## src/rtl/decode_pkg.sv

```systemverilog
// Shared types and opcode map for the lab CPU decode stage.
package decode_pkg;

   // Field order matches out_ctrl: {RegWrite,RegDst,ALUSrc1,ALUSrc2,MemWrite,MemToReg,RegSrc,ALUOp}
   typedef struct packed {
      logic       reg_write;
      logic       reg_dst;
      logic       alu_src1;
      logic       alu_src2;
      logic       mem_write;
      logic       mem_to_reg;
      logic       reg_src;
      logic [3:0] alu_op;
   } ctrl_t;

   typedef enum logic [1:0] {
      IMM_NONE,
      IMM_7,
      IMM_NZ6,
      IMM_OFF9
   } imm_sel_t;

   localparam logic [3:0] OP_LD   = 4'h0;
   localparam logic [3:0] OP_ST   = 4'h1;
   localparam logic [3:0] OP_MV   = 4'h2;
   localparam logic [3:0] OP_LI   = 4'h3;
   localparam logic [3:0] OP_ADD  = 4'h4;
   localparam logic [3:0] OP_ADDI = 4'h5;
   localparam logic [3:0] OP_SUB  = 4'h6;
   localparam logic [3:0] OP_MUL  = 4'h7;
   localparam logic [3:0] OP_SLLI = 4'h8;
   localparam logic [3:0] OP_SRLI = 4'h9;
   localparam logic [3:0] OP_BR0  = 4'hA;
   localparam logic [3:0] OP_BR1  = 4'hB;

   // Packs the seven one-bit control flags (MSB = RegWrite) with the ALU op.
   function automatic ctrl_t mk_ctrl(input logic [6:0] flags, input logic [3:0] alu_op);
      ctrl_t c;
      c = {flags, alu_op};
      return c;
   endfunction

endpackage

```

## src/rtl/decode_stage_if.sv

```systemverilog
// Fetch-side and execute-side handshake bundle of the decode stage.
interface decode_stage_if #(
   parameter int DATA_W = 16,
   parameter int PC_W   = 8
);
   import decode_pkg::*;

   logic              in_valid;
   logic              in_ready;
   logic [15:0]       in_instr;
   logic [PC_W-1:0]   in_pc;
   logic              out_valid;
   logic              out_ready;
   ctrl_t             out_ctrl;
   logic [DATA_W-1:0] out_imm;
   logic [PC_W-1:0]   out_pc;
   logic              out_illegal;

   // Environment side: drives instructions in and accepts bundles out.
   modport master (
      output in_valid, in_instr, in_pc, out_ready,
      input  in_ready, out_valid, out_ctrl, out_imm, out_pc, out_illegal
   );

   // Decode stage side.
   modport slave (
      input  in_valid, in_instr, in_pc, out_ready,
      output in_ready, out_valid, out_ctrl, out_imm, out_pc, out_illegal
   );
endinterface

```

## src/rtl/decode_lut.sv

```systemverilog
// Opcode to control-bundle lookup; purely combinational.
module decode_lut
   import decode_pkg::*;
(
   input  logic [3:0] opcode,
   input  logic [5:0] nz6,
   output ctrl_t      ctrl,
   output imm_sel_t   imm_sel,
   output logic       illegal
);

   logic nz6_zero;
   assign nz6_zero = (nz6 == 6'd0);

   // Table decode; illegal words leave ctrl at zero and select no immediate.
   always_comb begin
      ctrl    = '0;
      imm_sel = IMM_NONE;
      illegal = 1'b0;
      case (opcode)
         OP_LD:   begin ctrl = mk_ctrl(7'b1101010, 4'd0); imm_sel = IMM_7;    end
         OP_ST:   begin ctrl = mk_ctrl(7'b0001100, 4'd0); imm_sel = IMM_7;    end
         OP_MV:   begin ctrl = mk_ctrl(7'b1100001, 4'd0);                     end
         OP_ADD:  begin ctrl = mk_ctrl(7'b1100001, 4'd2);                     end
         OP_ADDI: begin ctrl = mk_ctrl(7'b1101001, 4'd2); imm_sel = IMM_7;    end
         OP_SUB:  begin ctrl = mk_ctrl(7'b1100001, 4'd3);                     end
         OP_MUL:  begin ctrl = mk_ctrl(7'b1100001, 4'd8);                     end
         OP_BR0:  begin ctrl = mk_ctrl(7'b0010000, 4'd6); imm_sel = IMM_OFF9; end
         OP_BR1:  begin ctrl = mk_ctrl(7'b0010000, 4'd7); imm_sel = IMM_OFF9; end
         OP_LI: begin
            if (nz6_zero) illegal = 1'b1;
            else begin ctrl = mk_ctrl(7'b1101001, 4'd0); imm_sel = IMM_NZ6; end
         end
         OP_SLLI: begin
            if (nz6_zero) illegal = 1'b1;
            else begin ctrl = mk_ctrl(7'b1101001, 4'd4); imm_sel = IMM_NZ6; end
         end
         OP_SRLI: begin
            if (nz6_zero) illegal = 1'b1;
            else begin ctrl = mk_ctrl(7'b1101001, 4'd5); imm_sel = IMM_NZ6; end
         end
         default: illegal = 1'b1;
      endcase
   end

endmodule

```

## src/rtl/decode_stage.sv

```systemverilog
// Registered decode stage between fetch and execute: one output register,
// valid/ready on both sides, flush, and a saturating illegal-word counter.
module decode_stage
   import decode_pkg::*;
#(
   parameter int DATA_W    = 16,
   parameter int PC_W      = 8,
   parameter bit SEXT_IMM  = 1'b1,
   parameter int ILL_CNT_W = 8
) (
   input  logic                 clk,
   input  logic                 rst,
   input  logic                 flush,
   decode_stage_if.slave        bus,
   output logic [ILL_CNT_W-1:0] ill_count
);

   ctrl_t             dec_ctrl;
   imm_sel_t          dec_imm_sel;
   logic              dec_illegal;
   logic              accept;
   logic              sext_en;
   logic [8:0]        imm_f9;
   logic [DATA_W-1:0] imm_ext;
   logic [2:0]        unused_instr_bits;

   assign unused_instr_bits = bus.in_instr[11:9];

   assign bus.in_ready = !bus.out_valid || bus.out_ready;
   assign accept       = bus.in_valid && bus.in_ready;

   decode_lut u_lut (
      .opcode  (bus.in_instr[15:12]),
      .nz6     (bus.in_instr[5:0]),
      .ctrl    (dec_ctrl),
      .imm_sel (dec_imm_sel),
      .illegal (dec_illegal)
   );

   // Immediate extension: fields are first brought to 9 bits, then widened;
   // nz6 is always zero-extended regardless of SEXT_IMM.
   always_comb begin
      sext_en = SEXT_IMM && ((dec_imm_sel == IMM_7) || (dec_imm_sel == IMM_OFF9));
      imm_f9  = '0;
      case (dec_imm_sel)
         IMM_7:    imm_f9 = {{2{bus.in_instr[6] & sext_en}}, bus.in_instr[6:0]};
         IMM_NZ6:  imm_f9 = {3'b000, bus.in_instr[5:0]};
         IMM_OFF9: imm_f9 = bus.in_instr[8:0];
         default:  imm_f9 = '0;
      endcase
      imm_ext = sext_en ? DATA_W'($signed(imm_f9)) : DATA_W'(imm_f9);
   end

   // Output register and counter; flush kills the held bundle and any same-cycle accept.
   always_ff @(posedge clk) begin
      if (rst) begin
         bus.out_valid   <= 1'b0;
         bus.out_ctrl    <= '0;
         bus.out_imm     <= '0;
         bus.out_pc      <= '0;
         bus.out_illegal <= 1'b0;
         ill_count       <= '0;
      end else if (flush) begin
         bus.out_valid <= 1'b0;
      end else if (accept) begin
         bus.out_valid   <= 1'b1;
         bus.out_ctrl    <= dec_ctrl;
         bus.out_imm     <= imm_ext;
         bus.out_pc      <= bus.in_pc;
         bus.out_illegal <= dec_illegal;
         if (dec_illegal && (ill_count != '1)) begin
            ill_count <= ill_count + 1'b1;
         end
      end else if (bus.out_ready) begin
         bus.out_valid <= 1'b0;
      end
   end

endmodule

```

## src/flat_wrapper.sv

```systemverilog
// flat-port wrapper written by rule: the top's interface ports become plain ports
module decode_stage_flat import decode_pkg::*;
#(
   parameter int DATA_W    = 16,
   parameter int PC_W      = 8,
   parameter bit SEXT_IMM  = 1'b1,
   parameter int ILL_CNT_W = 8
)
  (clk, rst, flush, ill_count, bus_in_valid, bus_in_instr, bus_in_pc, bus_out_ready, bus_in_ready, bus_out_valid, bus_out_ctrl, bus_out_imm, bus_out_pc, bus_out_illegal);
  decode_stage_if #(.DATA_W(DATA_W), .PC_W(PC_W)) bus_i ();
  input  logic clk;
  input  logic rst;
  input  logic flush;
  output logic [ILL_CNT_W-1:0] ill_count;
  input wire logic [$bits(bus_i.in_valid)-1:0] bus_in_valid;
  input wire logic [$bits(bus_i.in_instr)-1:0] bus_in_instr;
  input wire logic [$bits(bus_i.in_pc)-1:0] bus_in_pc;
  input wire logic [$bits(bus_i.out_ready)-1:0] bus_out_ready;
  output wire logic [$bits(bus_i.in_ready)-1:0] bus_in_ready;
  output wire logic [$bits(bus_i.out_valid)-1:0] bus_out_valid;
  output wire logic [$bits(bus_i.out_ctrl)-1:0] bus_out_ctrl;
  output wire logic [$bits(bus_i.out_imm)-1:0] bus_out_imm;
  output wire logic [$bits(bus_i.out_pc)-1:0] bus_out_pc;
  output wire logic [$bits(bus_i.out_illegal)-1:0] bus_out_illegal;
  assign bus_i.in_valid = bus_in_valid;
  assign bus_i.in_instr = bus_in_instr;
  assign bus_i.in_pc = bus_in_pc;
  assign bus_i.out_ready = bus_out_ready;
  assign bus_in_ready = bus_i.in_ready;
  assign bus_out_valid = bus_i.out_valid;
  assign bus_out_ctrl = bus_i.out_ctrl;
  assign bus_out_imm = bus_i.out_imm;
  assign bus_out_pc = bus_i.out_pc;
  assign bus_out_illegal = bus_i.out_illegal;
  decode_stage #(.DATA_W(DATA_W), .PC_W(PC_W), .SEXT_IMM(SEXT_IMM), .ILL_CNT_W(ILL_CNT_W)) u_core (.clk(clk), .rst(rst), .flush(flush), .bus(bus_i), .ill_count(ill_count));
endmodule
```

## config.mk

```make
export PLATFORM = sky130hd
export DESIGN_NAME = decode_stage_flat
export DESIGN_NICKNAME = d
export VERILOG_FILES = /design/src/rtl/decode_pkg.sv /design/src/rtl/decode_stage_if.sv /design/src/rtl/decode_lut.sv /design/src/rtl/decode_stage.sv /design/src/flat_wrapper.sv
export SDC_FILE = /design/constraint.sdc
export NUM_CORES = 1
export LEC_CHECK = 0
export ABC_AREA = 1
export CELL_PAD_IN_SITES_DETAIL_PLACEMENT = 2
export CELL_PAD_IN_SITES_GLOBAL_PLACEMENT = 2
export CORE_ASPECT_RATIO = 0.8
export CORE_MARGIN = 2
export CORE_UTILIZATION = 23
export DETAILED_ROUTE_END_ITERATION = 10
export MAX_ROUTING_LAYER = met4
export PLACE_DENSITY_LB_ADDON = 0.1
export SLEW_MARGIN = 10
export SYNTH_ARGS = -nofsm -noshare
export SYNTH_HDL_FRONTEND = slang
export SYNTH_HIERARCHICAL = 1
export SYNTH_SLANG_ARGS = --single-unit
```

## constraint.sdc

```tcl
create_clock -name clk -period 3.2 [get_ports clk]
set_input_delay 0.32 -clock clk [delete_from_list [all_inputs] [get_ports clk]]
set_output_delay 0.32 -clock clk [all_outputs]
set_load 0.01 [all_outputs]
```

==> flow_metrics.tcl <==
set metrics [dict create \
    status "finished, final reports clean" \
    synth_top_area_frac 0.423 \
    vias_per_cell 4.37 \
    ant_nets 0 \
    slew_viol_final 0 \
    worstPathRequired_ps 3430 \
    reg2reg_from "u_core/ill_count[0]" \
    ctsHoldBuffers 0 \
    grt_first_pass_wirelength_um 10100 \
    finalPower_mw 1.21 \
    hpwl_um 4480 \
    die_h_um 84.1 \
    drive_gt1_frac 0.0708 \
    crit_path_max_fanout 7 \
    cts_setup_buffers 0 \
    vdd_ir_drop_max_uv 168 \
    critPathBufInv 1 \
    globalRoute.busiestLayer "met2" \
    synth_area_leaders "dfxtp_1, nor2_1, nand2_1" \
    cp_cell_sequence "clkdlybuf4s50_1, nor2_1, nand2_1, nand2_2, nand2_1, nand2_1, nand3_1, nor2_1, nand2_1, a21oi_1" \
    yosysTopAreaCell "dfxtp_1" \
    final_cell_mix "clkdlybuf4s50_1, nor2_1, nand2_1" \
    netlist_area_mm2 0.00184 \
    avgSynthCellArea_um2 6.71 \
    grt_pass1_vias 2019 \
    die_area_mm2 0.00876 \
    endpoint_kind "register" \
    grt_antenna_before_repair 0 \
    nets 368 \
    use_met2 0.233 \
    met3_usage 0.0297 \
    rows 29 \
    fin_crit_sh 0.584 \
    drc 0 \
    synth-seq-cells 39 \
    crit_type "in -> reg" \
    min_from "u_core/bus.out_imm[4]" \
    worst_pin_slew_ps 661 \
    io_pins 75 \
    cts_tree "built" \
    cts_resized 0 \
    ys.flop_type "dfxtp_1" \
    die_w_um 104 \
    drt_iter0_drc 53 \
    dr.pass1.iters 4 \
    numPortBuffers 71 \
    timing.setup.tns_ps 0 \
    hold_class "reg -> reg" \
    yosysWarnings 6 \
    core_mm2 0.00784 \
    rsz0062_at_grt "no" \
    critPathArrivalTime_ps 2090 \
    grt_overflow_total 0 \
    fmax_ghz 0.535 \
    finalHoldViolCount 0 \
    slowest_stage "clkdlybuf4s50_1" \
    clk_latency_ps 290 \
    async_reset_ff_frac 0 \
    cts_sinks 39 \
    ctsRootBufferMaster "clkbuf_8" \
    area_growth_pct 48.8 \
    cts_buffers 5 \
    routabilityCongestion 0.750 \
    synth_edf_count 0 \
    crit_family "simple AND/OR/NAND/NOR gates" \
    grt_usage 0.147 \
    start_util 0.235 \
    setup.worst_path.start_class "input pin" \
    syn_nets 305 \
    grt_use_met1 0.195 \
    antenna_cells 0 \
    via_count 1954 \
    maxCapViolCount 0 \
    ys_types 25 \
    cts.path.max_buffers 2 \
    startpoint "bus_in_instr[15]" \
    skew_ps 9.36 \
    cts_max_level 2 \
    wl_per_cell_um 13.4 \
    grt_max_degree 29 \
    max_slew_margin 0.559 \
    path_clk_slew_ps 80 \
    slowest_delay_ps 520 \
    synthCells 275 \
    fin_crit_ps 1870 \
    setup_viol 0 \
    layout_commonest_cell "clkdlybuf4s50_1" \
    power.density_mw_per_mm2 442 \
    postRouteWirelength_um 6000 \
    yosysSeqAreaShare 0.423 \
    path_common_cell "nand2_1" \
    p_leak_nw 1.07 \
]
[path summary, 6_finish.rpt]
kind,end,slack (ps),cells after the start
min reg2reg,u_core/bus.out_imm[4],470,2
min,u_core/bus.out_imm[4],470,2
max,u_core/ill_count[7],1330,10
max reg2reg,u_core/ill_count[2],1740,8
[state kept, by name, summed over array words and instances, names as in the netlist]
signal and cells:
u_core/bus.out_ctrl 11, u_core/bus.out_illegal 1, u_core/bus.out_imm 10, u_core/bus.out_pc 8
u_core/bus.out_valid 1, u_core/ill_count 8
[per-layer routing]
metal  share of wire  wire length [µm]
met1            0.51              3050
met2            0.45              2690
met3           0.037               221
met4          0.0060                36
met5               0                 0
[logic make-up after synthesis]
| logic type | Yosys count | share of synthesized area |
|---|---|---|
| buf+inv | 40 | 0.102 |
| compound gates | 49 | 0.135 |
| flops | 39 | 0.423 |
| simple gates | 146 | 0.333 |
| fa+ha+maj | 1 | 0.00678 |
[worst register-to-register path: stages (launching register included)]
cell	delay, ps
dfxtp_1	440
ha_1	260
nand2_2	110
nor2_4	130
nand3_2	100
nand2_4	140
nand2_1	70
nand2_1	60
nor2_1	60
[layout make-up]
class                      count  area [µm²]
fill                         964        5090
multi-input combinational    196         876
sequential                    39         781
timing repair buffer          74         733
tap                          108         135
inverter                      22        82.6
clock buffer                   5        68.8
clock inverter                 3        67.6
[power by group]
part / internal [mW] / total (mW) / switching [mW]
clock network: 0.311 / 0.501 / 0.190
logic: 0.0959 / 0.190 / 0.0937
registers: 0.508 / 0.521 / 0.0133
[stage by stage]
stage | hold WS, ps | cells | setup slack, ps | area (µm²) | util
2_1_floorplan | 398 | 275 | 1780 | 1840 | -
3_3_place_gp | 456 | 439 | 978 | 2610 | 0.333
3_5_place_dp | 460 | 439 | 966 | 2610 | 0.333
4_1_cts | 473 | 447 | 1260 | 2740 | 0.350
5_1_grt | 502 | 447 | 1030 | 2740 | 0.350
6_report | 467 | 447 | 1330 | 2740 | 0.350
[synth_stat cells, types with 2 or more instances]
master	count
inv_1	19
nand3_1	17
buf_4	8
inv_2	2
buf_2	6
nand2_2	5
nand2_1	53
or2_2	2
clkbuf_1	3
a21oi_1	18
dfxtp_1	39
o21ai_0	28
nor2_1	63
No activity file was read; power rests on OpenSTA's default activity.
